$ cat src/rtl/layer00_pass_sched.sv
// ---------------------------------------------------------------------------
// layer00_pass_sched
//   Sequences layer 0 over NUM_PASS output-filter groups (4 filters per pass).
//   Holds the 32 x 16-bit per-filter bias table, presents the 4 biases of the
//   current pass, pulses the layer start for each pass, counts output valids,
//   drains the pipeline between passes and reports frame done / overflow.
//
// Ports:
//   clk, rst            clock, asynchronous active-high reset
//   i_start             frame start request (single-cycle pulse)
//   i_abort             abort the current frame
//   i_bias_we/addr/data bias table write port (idle only, addr = 4*pass+filter)
//   i_out_vld           output valid from the activation stage
//   o_layer_start       one-cycle start pulse per pass
//   o_bias0..o_bias3    biases of the current pass
//   o_pass              current pass index
//   o_pix_cnt           valids counted in the current pass
//   o_busy              high from START through DRAIN
//   o_done              one-cycle frame completion pulse
//   o_ovf               sticky: valid seen in START/DRAIN
// ---------------------------------------------------------------------------
module layer00_pass_sched #(
  parameter int unsigned NUM_PASS     = 4,
  parameter int unsigned PIX_PER_PASS = 16384,
  parameter int unsigned DRAIN_CYC    = 8
) (
  input  logic        clk,
  input  logic        rst,
  input  logic        i_start,
  input  logic        i_abort,
  input  logic        i_bias_we,
  input  logic [4:0]  i_bias_addr,
  input  logic [15:0] i_bias_data,
  input  logic        i_out_vld,
  output logic        o_layer_start,
  output logic [15:0] o_bias0,
  output logic [15:0] o_bias1,
  output logic [15:0] o_bias2,
  output logic [15:0] o_bias3,
  output logic [2:0]  o_pass,
  output logic [15:0] o_pix_cnt,
  output logic        o_busy,
  output logic        o_done,
  output logic        o_ovf
);

  typedef enum logic [2:0] {
    S_IDLE,
    S_START,
    S_RUN,
    S_DRAIN,
    S_DONE
  } state_t;

  localparam logic [15:0] PIX_LAST   = 16'(PIX_PER_PASS - 1);
  localparam logic [7:0]  DRAIN_LAST = 8'(DRAIN_CYC - 1);
  localparam logic [2:0]  LAST_PASS  = 3'(NUM_PASS - 1);
  localparam logic [5:0]  TBL_DEPTH  = 6'(4 * NUM_PASS);

  state_t      state_q, state_d;
  logic [2:0]  pass_q, pass_d;
  logic [15:0] pix_q, pix_d;
  logic [7:0]  drain_q, drain_d;
  logic        ovf_q, ovf_d;
  logic        ls_q, ls_d;
  logic        busy_q, busy_d;
  logic        done_q, done_d;
  logic [15:0] bias_q [4];
  logic [15:0] bias_d [4];
  logic        load_bias;

  // Bias table: deliberately not reset.
  logic [15:0] table_q [32];

  always_ff @(posedge clk) begin
    if (i_bias_we && !busy_q && ({1'b0, i_bias_addr} < TBL_DEPTH)) begin
      table_q[i_bias_addr] <= i_bias_data;
    end
  end

  always_comb begin
    state_d   = state_q;
    pass_d    = pass_q;
    pix_d     = pix_q;
    drain_d   = drain_q;
    ovf_d     = ovf_q;
    load_bias = 1'b0;

    case (state_q)
      S_IDLE: begin
        // Abort wins over a simultaneous start.
        if (!i_abort && i_start) begin
          state_d   = S_START;
          pass_d    = '0;
          pix_d     = '0;
          ovf_d     = 1'b0;
          load_bias = 1'b1;
        end
      end
      S_START: begin
        if (i_abort) begin
          state_d = S_IDLE;
        end else begin
          if (i_out_vld) ovf_d = 1'b1;
          state_d = S_RUN;
        end
      end
      S_RUN: begin
        if (i_abort) begin
          state_d = S_IDLE;
        end else if (i_out_vld) begin
          pix_d = pix_q + 16'd1;
          if (pix_q == PIX_LAST) begin
            state_d = S_DRAIN;
            drain_d = '0;
          end
        end
      end
      S_DRAIN: begin
        if (i_abort) begin
          state_d = S_IDLE;
        end else begin
          if (i_out_vld) ovf_d = 1'b1;
          if (drain_q == DRAIN_LAST) begin
            if (pass_q < LAST_PASS) begin
              state_d   = S_START;
              pass_d    = pass_q + 3'd1;
              pix_d     = '0;
              load_bias = 1'b1;
            end else begin
              state_d = S_DONE;
            end
          end else begin
            drain_d = drain_q + 8'd1;
          end
        end
      end
      S_DONE:  state_d = S_IDLE;
      default: state_d = S_IDLE;
    endcase

    // Outputs are registered from the next state so they line up with it.
    ls_d   = (state_d == S_START);
    busy_d = (state_d == S_START) || (state_d == S_RUN) || (state_d == S_DRAIN);
    done_d = (state_d == S_DONE);

    for (int unsigned k = 0; k < 4; k++) begin
      bias_d[k] = load_bias ? table_q[{pass_d, 2'(k)}] : bias_q[k];
    end
  end

  always_ff @(posedge clk or posedge rst) begin
    if (rst) begin
      state_q <= S_IDLE;
      pass_q  <= '0;
      pix_q   <= '0;
      drain_q <= '0;
      ovf_q   <= 1'b0;
      ls_q    <= 1'b0;
      busy_q  <= 1'b0;
      done_q  <= 1'b0;
      for (int unsigned k = 0; k < 4; k++) begin
        bias_q[k] <= '0;
      end
    end else begin
      state_q <= state_d;
      pass_q  <= pass_d;
      pix_q   <= pix_d;
      drain_q <= drain_d;
      ovf_q   <= ovf_d;
      ls_q    <= ls_d;
      busy_q  <= busy_d;
      done_q  <= done_d;
      for (int unsigned k = 0; k < 4; k++) begin
        bias_q[k] <= bias_d[k];
      end
    end
  end

  assign o_layer_start = ls_q;
  assign o_bias0       = bias_q[0];
  assign o_bias1       = bias_q[1];
  assign o_bias2       = bias_q[2];
  assign o_bias3       = bias_q[3];
  assign o_pass        = pass_q;
  assign o_pix_cnt     = pix_q;
  assign o_busy        = busy_q;
  assign o_done        = done_q;
  assign o_ovf         = ovf_q;

endmodule

$ cat config.mk
export PLATFORM = sky130hd
export DESIGN_NAME = layer00_pass_sched
export DESIGN_NICKNAME = d
export VERILOG_FILES = /design/src/rtl/layer00_pass_sched.sv
export SDC_FILE = /design/constraint.sdc
export NUM_CORES = 1
export LEC_CHECK = 0
export ABC_AREA = 0
export CORE_AREA = 10 10 168 248
export DETAILED_ROUTE_END_ITERATION = 10
export DIE_AREA = 0 0 178 258
export PLACE_DENSITY_LB_ADDON = 0.2
export SLEW_MARGIN = 20
export SYNTH_ARGS = -nofsm -noshare
export SYNTH_HDL_FRONTEND = slang
export SYNTH_SLANG_ARGS = --single-unit
$ cat constraint.sdc
create_clock -name clk -period 7.85 [get_ports clk]
set_input_delay 1.57 -clock clk [delete_from_list [all_inputs] [get_ports clk]]
set_output_delay 1.57 -clock clk [all_outputs]
set_load 0.02 [all_outputs]
* Word level (Yosys, flattened, before mapping)
Memories as Yosys holds them, arrays and structs flattened. A register that Yosys moved wholly into a read port is not among the register bits.
Cells that the tools add are included.
** Word-level totals
- Input bits :: 27
- Memories kept :: 1
- Bits in registers :: 34
- RAM bits :: 512
** Memories
- table_q :: words 32, width 16, read ports 4, clocked after Yosys merged registers in 4, wr ports 1, RTL line 73 : logic [15:0] table_q [32];
** Cells by class
- Add/sub/neg operators :: 3
- Equal/unequal tests :: 19
- Multiplexer cells :: 38
- Magnitude comparators :: 2
- Reductions and logical operators :: 15
** Operator list (number)
- $mux W16 :: 6
- $pmux W16 S3 :: 1
- $mux W8 :: 5
- $mux W3 :: 11
- $ne A2 B2 Y1 const B :: 9
- $add A16 B1 Y16 const B :: 1
- $eq A16 B14 Y1 const B :: 1
- $pmux W8 S2 :: 1
- $eq A3 B2 Y1 const B :: 4
- $pmux W3 S4 :: 1
- $mux W1 :: 9
- $add A8 B1 Y8 const B :: 1
- $eq A8 B3 Y1 const B :: 1
- $reduce_and A7 Y1 :: 1
- $eq A3 B1 Y1 const B :: 2
- $pmux W3 S2 :: 1
- $reduce_and A6 Y1 :: 1
- $lt A5 B5 Y1 const B :: 1
- $pmux W1 S2 :: 2
- $reduce_and A4 Y1 :: 1
- $reduce_bool A2 Y1 :: 2
- $add A3 B1 Y3 const B :: 1
- $eq A3 B3 Y1 const B :: 1
- $logic_and A1 B1 Y1 :: 3
- other kinds (8) :: 10

* Longest topological paths before layout
- Depth after elaboration :: 8
- Depth in mapped cells :: 12

* Worst setup path after synthesis
No wires, ideal clock.
- Kind :: input to register
- Start point :: input i_abort
- End point :: register bias_q, in the netlist o_bias1[3] (read register of table_q)
- Setup time :: 0.158 ns
- Stages on the path :: 9
- Data arrival time :: 3.190 ns
- Path slack :: 4.502 ns
- Cell sequence :: and4bb_1 buf_4 nand4_1 buf_2 clkbuf_1 and3_1 a2111oi_0 a22o_1 o221ai_1
** On the way
- Word-level cells in the longest chain between the ends :: 4
- Elaborated cells on any way between the ends :: 8
- Those cells by class :: 6 x mux; 2 x reduce/logical
** Ends and longest elaborated chain
- start, declared :: RTL line 30 : input logic i_abort,
- $logic_not A1 Y1 :: RTL line 92 : if (!i_abort && i_start) begin
- $logic_and A1 B1 Y1 :: RTL line 92
- $mux W3 / $mux W1 (equally long branches) :: RTL line 92
- $pmux W3 S2 / $pmux W1 S2 (equally long branches) :: RTL line 89 : case (state_q)
- end, declared :: RTL line 68 : logic [15:0] bias_q [4];
Parallel ways exist; a longest one is shown, timed or not.
A chain may end at the register's enable or synchronous reset.

* Worst setup path in the final report
- Start point :: input i_abort
- End point :: register bias_q, in the netlist o_bias1[6] (read register of table_q)
The elaborated chain is that of the path after synthesis.

==> metrics.md <==
| Metric | Value |
|---|---|
| Mapped Area | 23500 um^2 |
| EDFF count, synth | 512 |
| Critical Path Source Type | input port |
| Fill cells | approximately 2300 |
| Crit end category | flop |
| Hold Fails Final Rpt | 0 |
| Ant diodes | 0 |
| CP Launch Point | i_abort |
| CTS tree | done |
| Synthesized flop and latch total | 610 |
| Via count | roughly 14000 |
| Leak | between 9 and 10 nW |
| Hold wc startpoint | drain_q[7]$_DFFE_PP0P_ |
| WL final | 52.3 mm |
| PD cells | 252 nW/um^2 |
| Vias in the first global route | 14153 |
| Minimum clock period | ~4.9 ns |
| IO Count | ~110 |
| Fin crit share | 62.8% |
| Largest net degree at the start of global routing | 85 |
| R2R setup slack | ~4 ns |
| Slew Limit Fails | 0 |
| DP HPWL | ~28 mm |
| Clk_skew | roughly 0.016 ns |
| Crit-path max FO | 66 |
| Area delta synth->final | 18.1% |
| Via-to-Cell Ratio | 6.08 |
| Max-cap violations | 0 |
| F_max | about 200 MHz |
| Peak VDD IR | roughly 320 uV |
| R2r startpoint | drain_q[0]$_DFFE_PP0P_ |
| RSZ-0062 raised after global routing | no |
| Avg Cell Area, Syn | 16.9 um^2 |
| Initial Utilization | between 60% and 70% |
| Synth warn | 0 |
| Drt drc | 0 |
| Reg2Reg Depth | 8 |
| Nets@finish | ~1800 |
| CP Data Required Time | slightly above 8 ns |
| I/O Buffers | around 110 |
| DIE WIDTH | between 150 and 200 um |
| First-pass GRT wire length | about 80 mm |
| Setup Buffers After CTS | 0 |
| Routability Congestion | approximately 0.80 |
| Reg clk slew, reported paths | roughly 0.06 ns |
| CP arrival | about 5.3 ns |
| Clock sink count | 610 |
| Drt initial violations | ~1200 |
| Slew @ Worst Pin | approximately 1.1 ns |
| Placed Area | ~26000 um^2 |
| Root buf cell | clkbuf_16 |
| Relative slew slack | between 20% and 30% |
| Setup TNS | 0 ns |
| Row Count | just under 90 |
| Total gr overflow | 0 |
| Tot GR Track Use | 22.7% |
| Outcome | finished clean |
| Post-Synthesis Cells | between 1000 and 1500 |
| Final ANT Viol Nets | 0 |
| Post_cts resized | 0 |
| Final core utilization | about three quarters |
| # hold bufs at CTS | 0 |
| Top_reg_cell synth | edfxtp_1 |
| Crit path kind | in -> reg |
| Hold Path Depth | 1 |
| WHS Endpoint | drain_q[7]$_DFFE_PP0P_ |
| Initial DRT Pass Iterations | 5 |
| Register Area | about 18000 um^2 |
| Synth cell types | between 50 and 60 |
| Max clock buf depth | 3 |
| CORE AREA | 37300 um^2 |
| Final Setup Violations | 0 |
| Sequential fraction of the synthesis area | 76.0% |
| Worst-skew pair later-pin latency | approximately 0.58 ns |
| Worst Hold Class | reg -> reg |
| Initial antenna violation count | 1 |
| Htree depth | 2 |
| CTS Buf Count | 52 |
| Chip height | around 260 um |
| Die area | about 46000 um^2 |
| DR WL/cell | approximately 23 um |
| Multi-input logic area | just over 6000 um^2 |
| Cell area after layout | around 28000 um^2 |
| Asr flop ratio synth | about 16% |
| FF-to-FF End | o_bias1[6]$_DFFE_PP0P_ |
| Layout cells sized above 1 | 7.63% |
-- stage by stage --
stage | cells | total power, mW | hold WS, ns | worst slack, ns
floorplan | 1643 | 4.20 | 0.443 | 3.72
global placement | 2188 | 4.50 | 0.457 | 2.48
detailed placement | 2188 | 4.52 | 0.473 | 2.40
CTS | 2284 | 7.03 | 0.481 | 3.00
global route | 2284 | 7.21 | 0.504 | 2.80
finish | 2284 | 6.99 | 0.475 | 2.92
-- layer usage --
layer | track usage, % | part of all wire [%] | wire length (um)
met1 | 28.3 | 38 | 19900
met2 | 38.8 | 51 | 26800
met3 | 3.42 | 7.0 | 3640
met4 | 9.26 | 3.7 | 1940
met5 | 0 | 0.025 | 13
-- registers in the layout, summed over array words and instances (netlist names) --
| register | flops |
|---|---|
| drain_q | 8 |
| table_q | 512 |
| o_ovf | 1 |
| o_bias1 | 16 |
| o_bias0 | 16 |
| o_pass | 3 |
| o_bias2 | 16 |
| o_layer_start | 1 |
| o_bias3 | 16 |
| o_busy | 1 |
| o_pix_cnt | 16 |
| o_done | 1 |
| state_q | 3 |
-- worst max-delay path, stage by stage --
cell and delay (ns):
clkdlybuf4s50_1 0.60, and4bb_1 0.35, nand4_1 0.14, buf_4 0.71, nand2_1 0.59, o211ai_1 0.26
buf_4 0.78, o221ai_1 0.28
-- kinds of logic (layout without fill, tap and decap cells) --
logic type | after synthesis | count (layout) | synth area share (%)
and+or+nand+nor | 240 | 240 | 5.26
DFF | 610 | 610 | 76.0
xor gates and xnor gates | 14 | 14 | 0.523
adders and majority gates | 3 | 3 | 0.160
muxes | 129 | 129 | 5.50
other | 1 | 256 | 0.0160
AOI/OAI and AO/OA | 290 | 290 | 10.5
buffers and inverters | 101 | 253 | 2.04
-- cell usage after synthesis (all sizes together), types with 3 or more instances --
library cell / count / area, um^2
o21ai: 15 / 75.1
edfxtp: 512 / 15400
nand4: 9 / 56.3
nand3: 10 / 50.1
ha: 3 / 37.5
dfrtp: 98 / 2450
nor2b: 3 / 18.8
nand2: 82 / 308
clkbuf: 57 / 214
a31oi: 3 / 18.8
and3: 70 / 448
o221ai: 64 / 561
a2111oi: 66 / 578
buf: 39 / 245
and2: 3 / 18.8
mux2i: 129 / 1290
a22o: 64 / 561
a221oi: 64 / 561
inv: 5 / 18.8
xor2: 13 / 114
a21oi: 3 / 15.0
nor2: 42 / 158
nand3b: 3 / 22.5
-- worst max-delay path by stage --
stage / endpoint / slack, ns / depth (start not counted)
after global routing: o_bias3[9]$_DFFE_PP0P_ / 2.80 / 9
after detailed placement: o_bias1[6]$_DFFE_PP0P_ / 2.40 / 8
after CTS: o_bias3[9]$_DFFE_PP0P_ / 3.00 / 8
after floorplan: drain_q[0]$_DFFE_PP0P_ / 3.72 / 1
final: o_bias1[6]$_DFFE_PP0P_ / 2.92 / 8
after global placement: o_bias0[10]$_DFFE_PP0P_ / 2.48 / 9
-- cells in the final DEF, fill, tap and decap left out, drive strengths merged, types with 3 or more instances in the layout --
cell type	Yosys	routed
xor2	13	13
a2111oi	66	66
nor2	42	42
a221oi	64	64
edfxtp	512	512
and3	70	70
dfrtp	98	98
nand3b	3	3
clkinv	0	17
clkbuf	57	72
buf	39	46
a21oi	3	3
nand2	82	82
bufinv	0	5
a22o	64	64
nor2b	3	3
a31oi	3	3
o221ai	64	64
ha	3	3
and2	3	3
mux2i	129	129
nand3	10	10
o21ai	15	15
conb	1	256
nand4	9	9
clkdlybuf4s50	0	106
inv	5	5
-- final cells by class --
class / count / area share, %
flip-flops and latches: 610 / 64.3
multi-input cells: 932 / 22.1
clock buffers: 72 / 5.22
repair buffers: 152 / 5.15
well taps: 489 / 2.21
clock inverters: 24 / 0.867
inverters: 5 / 0.0768
-- power by group --
group	internal [mW]	switching [mW]
Sequential	3.71	0.0989
Combinational	0.292	0.357
Clock	1.45	1.08
Total	5.46	1.54
Power figures use the tool's default switching activity.
